## src/rtl/dmem_arbiter.sv

```systemverilog
// dmem_arbiter: shares the single-port data memory between the CPU memory
// stage and one external master. The CPU has priority. A saturating wait
// counter forces an EXT grant after MAX_WAIT refusals, and the CPU is
// stalled for that one cycle.
// Optional build macro DMEM_ARB_STATS_EN adds the stall_cnt and ext_cnt
// statistics counters.
module dmem_arbiter #(
  parameter int unsigned AW       = 32,
  parameter int unsigned DW       = 32,
  parameter int unsigned MAX_WAIT = 4
) (
  input  logic          clk,
  input  logic          rst,
  input  logic          cpu_req,
  input  logic          cpu_we,
  input  logic [AW-1:0] cpu_addr,
  input  logic [DW-1:0] cpu_wdata,
  output logic [DW-1:0] cpu_rdata,
  output logic          cpu_stall,
  input  logic          ext_req,
  input  logic          ext_we,
  input  logic [AW-1:0] ext_addr,
  input  logic [DW-1:0] ext_wdata,
  output logic          ext_gnt,
  output logic          ext_rvalid,
  output logic [DW-1:0] ext_rdata,
  output logic          mem_we,
  output logic [AW-1:0] mem_addr,
  output logic [DW-1:0] mem_wdata,
  input  logic [DW-1:0] mem_rdata
`ifdef DMEM_ARB_STATS_EN
  ,
  output logic [15:0]   stall_cnt,
  output logic [15:0]   ext_cnt
`endif
);

  localparam int unsigned CW = 4;
  localparam int unsigned SW = 16;
  localparam logic [CW-1:0] WAIT_MAX = CW'(MAX_WAIT);
  localparam logic [SW-1:0] STAT_MAX = {SW{1'b1}};

  logic [CW-1:0] wait_cnt_q, wait_cnt_d;
  logic          ext_rvalid_q, ext_rvalid_d;
  logic [DW-1:0] ext_rdata_q, ext_rdata_d;
  logic          ext_win;
  logic          cpu_win;

  // Grant decision, memory mux and combinational handshake outputs
  always_comb begin
    ext_win   = ext_req & (~cpu_req | (wait_cnt_q == WAIT_MAX));
    cpu_win   = cpu_req & ~ext_win;
    ext_gnt   = ext_win;
    cpu_stall = cpu_req & ext_win;
    cpu_rdata = mem_rdata;
    if (ext_win) begin
      mem_we    = ext_we;
      mem_addr  = ext_addr;
      mem_wdata = ext_wdata;
    end else begin
      mem_we    = cpu_we & cpu_win;
      mem_addr  = cpu_addr;
      mem_wdata = cpu_wdata;
    end
  end

  // Next-state for the wait counter and the registered EXT read response
  always_comb begin
    wait_cnt_d   = wait_cnt_q;
    ext_rvalid_d = 1'b0;
    ext_rdata_d  = ext_rdata_q;
    if (ext_win || !ext_req) begin
      wait_cnt_d = '0;
    end else if (wait_cnt_q != WAIT_MAX) begin
      wait_cnt_d = wait_cnt_q + CW'(1);
    end
    if (ext_win && !ext_we) begin
      ext_rvalid_d = 1'b1;
      ext_rdata_d  = mem_rdata;
    end
  end

  // State registers
  always_ff @(posedge clk or negedge rst) begin
    if (!rst) begin
      wait_cnt_q   <= '0;
      ext_rvalid_q <= 1'b0;
      ext_rdata_q  <= '0;
    end else begin
      wait_cnt_q   <= wait_cnt_d;
      ext_rvalid_q <= ext_rvalid_d;
      ext_rdata_q  <= ext_rdata_d;
    end
  end

  assign ext_rvalid = ext_rvalid_q;
  assign ext_rdata  = ext_rdata_q;

`ifdef DMEM_ARB_STATS_EN
  logic [SW-1:0] stall_cnt_q, stall_cnt_d;
  logic [SW-1:0] ext_cnt_q, ext_cnt_d;

  // Saturating stall and EXT-grant counters
  always_comb begin
    stall_cnt_d = stall_cnt_q;
    ext_cnt_d   = ext_cnt_q;
    if (cpu_stall && (stall_cnt_q != STAT_MAX)) begin
      stall_cnt_d = stall_cnt_q + SW'(1);
    end
    if (ext_win && (ext_cnt_q != STAT_MAX)) begin
      ext_cnt_d = ext_cnt_q + SW'(1);
    end
  end

  // Statistics registers
  always_ff @(posedge clk or negedge rst) begin
    if (!rst) begin
      stall_cnt_q <= '0;
      ext_cnt_q   <= '0;
    end else begin
      stall_cnt_q <= stall_cnt_d;
      ext_cnt_q   <= ext_cnt_d;
    end
  end

  assign stall_cnt = stall_cnt_q;
  assign ext_cnt   = ext_cnt_q;
`endif

endmodule

```

## config.mk

```make
export PLATFORM = sky130hd
export DESIGN_NAME = dmem_arbiter
export DESIGN_NICKNAME = d
export VERILOG_FILES = /design/src/rtl/dmem_arbiter.sv
export SDC_FILE = /design/constraint.sdc
export NUM_CORES = 1
export LEC_CHECK = 0
export BUFFER_PORTS_ARGS = -buffer_cell sky130_fd_sc_hd__buf_2
export CAP_MARGIN = 20
export CELL_PAD_IN_SITES_DETAIL_PLACEMENT = 1
export CELL_PAD_IN_SITES_GLOBAL_PLACEMENT = 1
export CORE_ASPECT_RATIO = 1.75
export CORE_MARGIN = 5
export CORE_UTILIZATION = 21
export CTS_CLUSTER_DIAMETER = 40
export CTS_CLUSTER_SIZE = 20
export DETAILED_ROUTE_END_ITERATION = 7
export GPL_TIMING_DRIVEN = 0
export PLACE_DENSITY = 0.86
export SETUP_SLACK_MARGIN = 0.15
export SYNTH_ARGS = -nofsm -noshare
export SYNTH_HDL_FRONTEND = slang
export SYNTH_SLANG_ARGS = --single-unit
```

## constraint.sdc

```tcl
create_clock -name clk -period 2.2 [get_ports clk]
set_clock_uncertainty 0.15 [all_clocks]
set_input_delay 0.44 -clock clk [delete_from_list [all_inputs] [get_ports clk]]
set_output_delay 0.44 -clock clk [all_outputs]
set_load 0.1 [all_outputs]
```

==> out/qor.yml, run 1 <==
timing:
  drv_slew: 0
  maxSlewHeadroom: 0.426
  finalSetupViolations: 67
  holdWs_ns: 0.125
  setup_slack_ns: -0.509
  period_needed_ns: 2.71
  hold_violations: 0
  fin_crit_sh: 1.23
  tightest_slew_ns: 0.862
  fmax_ghz: 0.369
  grt_setup_unrepaired: "true"
routing:
  routedWlPerCell_um: 23.3
  drc: 0
  m1WireLength_mm: 4.59
  routed-wl-met3_mm: 2.97
  viasPerCell: 4.29
  finalWirelength_mm: 16.2
  top_layer: "met5"
  met2_length_mm: 8.15
  routed-via-count: 2983
  first_iter_violations: 36
  drtAntennaViolNets: 0
  drt_pass1_iterations: 4
pwr:
  power_density_mw_per_mm2: 801
  power.total_mw: 4.89
  ir_worst_vdd_mv: 0.737
  p_leak_nw: 3.28
placement:
  gp_congestion: 0.794
  io_buffers: 297
  dpl-instance-area_mm2: 0.00449
  dpl_worst_slack_ns: -0.438
  place_hpwl_mm: 11.9
global_route:
  grt_max_degree: 38
  grt_first_pass_wirelength_mm: 21.5
  antenna_found_initial: 1
  grt_pass1_vias: 3592
  grtUsageTotal: 0.195
  grt_overflow: 0
clock_tree:
  clock-sinks: 37
  cts-root-buf: "clkbuf_16"
  clk_transition_reported_paths_ns: 0.06
  cts_buffers: 5
  cts_hold_buf: 0
  cts_tree: "built"
  insertion_delay_ns: 0.27
  h-tree-depth: 2
  clk_path_buf_depth: 2
floorplanning:
  dieArea_mm2: 0.0152
  row_count: 54
  ioPinCount: 298
  initial_utilization: 0.214
  die_w_um: 95.3
  die_h_um: 159
  core_mm2: 0.0125
job:
  cap_viol_max_count: 0
critical_path:
  critPathArrivalTime_ns: 2.12
  reg2reg_from: "wait_cnt_q[1]"
  path_max_fanout: 10
  r2r_end: "ext_rdata[28]"
  crit_path_end_kind: "output port"
  start_kind: "flip-flop"
  rr_worst_depth: 10
  required_ns: 1.61
  worst-r2r-setup-slack_ns: 0.14
  critPathKind: "reg2out"
finish:
  antenna_cells: 0
  drive_above_1_share: 0.877
  area_delta_synth_final_pct: 129
  fin_area_mm2: 0.00611
  final_nets: 694
run_status:
  status: "finished with violations"
  violations: "setup timing"
min_path:
  hold_path.class: "in2async"
logic_synthesis:
  syn_area_mm2: 0.00267
  synth-seq-cells: 37
  synth_cell_types: 22
  synth_nets: 367
  yosysWarnings: 0
  synthCells: 199
  seq_area_frac_synth: 0.346
  syn_avg_cell_area_um2: 13.4
## cell usage after synthesis, drive strengths merged
cell type,instances,area [um2]
buf,42,369
nand3,2,10.0
xor2,1,8.76
nand2,1,3.75
dfrtp,37,926
inv,5,18.8
o211ai,1,7.51
a21oi,1,8.76
xnor2,1,8.76
nand2b,1,6.26
ha,2,25.0
nor2,5,18.8
mux2,96,1220
and3b,1,10.0
o21ai,2,21.3
nand3b,1,7.51
## registers in the layout, indices dropped and copies added, names as in the netlist
name,flops
wait_cnt_q,4
ext_rdata,32
ext_rvalid,1
## repair_timing
item | 4_1_cts | 5_1_grt
setup buffers | 9 | 7
endpoints found under the setup margin | 96 | 96
resized for setup | 271 | 23
pin swaps | 3 | 1
gates cloned | 2 | 5
## worst max-delay path by stage
stage | startpoint | endpoint | slack (ns) | cells past startpoint
after global placement | wait_cnt_q[0] | mem_wdata[12] | -0.39 | 8
after global routing | wait_cnt_q[1] | mem_wdata[10] | -0.58 | 8
after CTS | wait_cnt_q[1] | mem_wdata[10] | -0.51 | 8
after floorplan | wait_cnt_q[0] | mem_we | -0.31 | 8
after detailed placement | wait_cnt_q[1] | mem_wdata[17] | -0.44 | 8
final | wait_cnt_q[1] | mem_wdata[10] | -0.51 | 8
## routing by layer
layer / vias to the layer above / GRT usage
li1: 1315 / -
met1: 1392 / 0.165
met2: 247 / 0.345
met3: 27 / 0.136
met4: 2 / 0.0703
met5: - / 0
## metrics by stage
step           setup TNS [ns]  cells   util
2_1_floorplan           -5.19    199      -
3_3_place_gp           -21.27    664  0.359
3_5_place_dp           -25.01    664  0.359
4_1_cts                -31.89    683  0.465
5_1_grt                -36.00    695  0.489
6_report               -31.90    695  0.489
## layout by cell type (no fill, tap or decap), types with 2 or more instances in the layout
master / instances
buf_16: 2
mux2_4: 70
buf_8: 4
buf_6: 9
buf_4: 40
dfrtp_1: 37
nor2_1: 4
buf_12: 72
mux2_2: 13
clkbuf_16: 10
buf_2: 230
bufinv_16: 2
mux2_1: 13
inv_1: 2
nand3_1: 2
o21ai_4: 2
inv_2: 2
## cell type report
type | count | area [um2]
Timing Repair Buffer | 320 | 2810
Tap cell | 168 | 210
Inverter | 5 | 35.0
Buffer | 42 | 425
Clock buffer | 5 | 125
Multi-Input combinational cell | 115 | 1520
Clock inverter | 3 | 65.1
Fill cell | 1325 | 6380
Sequential cell | 37 | 926
## logic make-up (layout without fill, tap and decap cells)
logic type	Yosys count	after routing	synth area share
compound gates	4	4	0.0140
xor+xnor	2	2	0.00655
fa+ha+maj	2	2	0.00936
buf+inv	47	375	0.145
flops	37	37	0.346
mux	96	96	0.458
simple gates	11	11	0.0211
## worst max-delay path, stage by stage, from the launching register on
cell and delay [ns]:
dfrtp_1 0.38, inv_2 0.07, ha_4 0.16, and3b_2 0.21
o21ai_4 0.19, buf_12 0.18, buf_12 0.15, mux2_4 0.34
buf_12 0.18
## where the power goes
| group | switching (mW) | internal [mW] | total, mW |
|---|---|---|---|
| clock network | 0.264 | 0.647 | 0.911 |
| logic | 2.22 | 0.910 | 3.13 |
| registers | 0.0604 | 0.795 | 0.855 |
| total | 2.54 | 2.35 | 4.89 |
No activity file was read; power rests on OpenSTA's default activity.
==> run 2: changes to the inputs <==
--- a/config.mk
+++ b/config.mk
@@ -17,7 +17,8 @@
 export DETAILED_ROUTE_END_ITERATION = 7
 export GPL_TIMING_DRIVEN = 0
 export PLACE_DENSITY = 0.86
-export SETUP_SLACK_MARGIN = 0.15
+export REMOVE_ABC_BUFFERS = 1
+export SLEW_MARGIN = 20
 export SYNTH_ARGS = -nofsm -noshare
 export SYNTH_HDL_FRONTEND = slang
 export SYNTH_SLANG_ARGS = --single-unit
==> out/qor.yml, run 2 (synthesized netlist as in run 1, its figures left out) <==
finish:
  layout_common_cells: "230 x buf_2, 70 x buf_12, 61 x mux2_4, 37 x dfrtp_1, 23 x mux2_1"
  area_delta_synth_final_pct: 114
  layout_commonest_cell: "buf_2"
  nFillCells: 1332
  largest_reg_flops: 32
  drive_above_1_share: 0.844
  final_nets: 655
critical_path:
  crit_family: "buffers and inverters"
  required_ns: 1.61
  cp_slowest_cell: "dfrtp_1"
  critPathArrivalTime_ns: 2.28
  crit_path_end_kind: "output port"
  path_max_fanout: 6
  cp_num_buf_inv: 6
  start_kind: "flip-flop"
  crit_chain: "inv_1 > ha_2 > and3b_2 > o21ai_4 > buf_12 > buf_16 > buf_12 > buf_16 > mux2_4 > buf_12"
  path_common_cell: "buf_12"
  critPathKind: "reg2out"
  cpPeakStageDelay_ns: 0.35
pwr:
  power.total_mw: 4.74
  p_switching_mw: 2.53
  ir_worst_vdd_mv: 0.594
  power_density_mw_per_mm2: 828
  swShare: 0.535
  power_report.internal_total_mw: 2.20
  power_frac_seq: 0.180
  combPwrFrac: 0.640
  clockPowerShare: 0.181
  p_leak_nw: 3.03
clock_tree:
  clock-sinks: 37
  cts_hold_buf: 0
  cts_buffers: 5
  cts-root-buf: "clkbuf_16"
  h-tree-depth: 2
  cts_tree: "built"
  clk_transition_reported_paths_ns: 0.06
  clk_path_buf_depth: 2
  insertion_delay_ns: 0.28
floorplanning:
  initial_utilization: 0.214
  row_count: 54
  ioPinCount: 298
  dieArea_mm2: 0.0152
  core_mm2: 0.0125
  die_w_um: 95.3
  die_h_um: 159
timing:
  maxSlewHeadroom: 0.445
  fin_tns_setup_ns: -39.07
  tightest_slew_ns: 0.833
  setup_slack_ns: -0.671
  period_needed_ns: 2.87
  fmax_ghz: 0.348
  drv_slew: 0
  fin_crit_sh: 1.30
  hold_violations: 0
  finalSetupViolations: 67
  grt_setup_unrepaired: "true"
global_route:
  grt_overflow: 0
  grt_pass1_vias: 3420
  grt_max_degree: 38
  antenna_found_initial: 2
  grtUsageTotal: 0.199
  grt_first_pass_wirelength_mm: 22.1
routing:
  finalWirelength_mm: 15.5
  top_layer: "met4"
  met2_length_mm: 7.75
  m1WireLength_mm: 5.16
  viasPerCell: 4.31
  routed-wl-met3_mm: 2.12
  routedWlPerCell_um: 23.5
  drc: 0
  drtAntennaViolNets: 0
  routed-via-count: 2837
  first_iter_violations: 54
  drt_pass1_iterations: 4
placement:
  gp_congestion: 0.764
  io_buffers: 297
  place_hpwl_mm: 10.7
run_status:
  status: "finished with violations"
  violations: "setup timing"
min_path:
  hold_path.class: "in2async"
job:
  cap_viol_max_count: 0
[run 2: per-layer routing]
metal,global-route usage,vias up
li1,-,1244
met3,0.0879,23
met2,0.346,236
met5,0,-
met4,0.0703,0
met1,0.206,1334
[run 2: what timing repair did]
item | in CTS | in global routing
setup buffers | 16 | 6
resized for setup | 306 | 4
gates cloned | 4 | 0
setup endpoints to repair | 84 | 67
pin swaps | 6 | 2
[run 2: worst paths after layout]
check	slack, ns	from	to	cells after the start
max in group asynchronous	1.27	rst	wait_cnt_q[1]	1
worst min-delay path	0.11	rst	ext_rdata[2]	1
min in group clk	0.24	mem_rdata[24]	ext_rdata[24]	2
worst max register to register	0.32	wait_cnt_q[1]	ext_rdata[5]	6
worst max-delay path	-0.67	wait_cnt_q[1]	mem_wdata[22]	10
worst min register to register	0.33	ext_rdata[13]	ext_rdata[13]	1
[run 2: worst register-to-register path, cell delays in order (launching register included)]
cell      delay (ns)
dfrtp_1         0.38
inv_1           0.07
ha_2            0.19
nand3b_1        0.15
a21oi_4         0.28
buf_16          0.20
mux2_1          0.35
[run 2: power groups by stage]
stage	combinational (mW)	clock [mW]	sequential (mW)
3_5_place_dp	2.56	0	0.861
6_report	3.03	0.855	0.850
3_3_place_gp	2.51	0	0.852
4_1_cts	3.02	0.895	0.850
2_1_floorplan	0.993	0	1.69
5_1_grt	3.10	0.915	0.865
[run 2: area by class of cell]
| cell class | count | area [um2] | share of cell area |
|---|---|---|---|
| Clock inverter | 2 | 37.5 | 0.00656 |
| Clock buffer | 6 | 139 | 0.0243 |
| Inverter | 5 | 21.3 | 0.00372 |
| Antenna cell | 2 | 5.00 | 0.000875 |
| Multi-Input combinational cell | 115 | 1480 | 0.258 |
| Tap cell | 168 | 210 | 0.0367 |
| Sequential cell | 37 | 926 | 0.162 |
| Timing Repair Buffer | 323 | 2910 | 0.508 |
[run 2: through the flow]
| stage | instance area [um2] | utilization | setup slack, ns | hold slack [ns] | cells |
|---|---|---|---|---|---|
| after CTS | 5710 | 0.457 | -0.639 | 0.139 | 654 |
| after global placement | 4000 | 0.320 | -1.80 | 0.313 | 622 |
| after floorplan | 2300 | - | -2.89 | -0.00559 | 157 |
| final | 5720 | 0.458 | -0.671 | 0.110 | 658 |
| after global routing | 5720 | 0.458 | -0.730 | 0.183 | 658 |
| after detailed placement | 4120 | 0.330 | -0.919 | 0.321 | 626 |
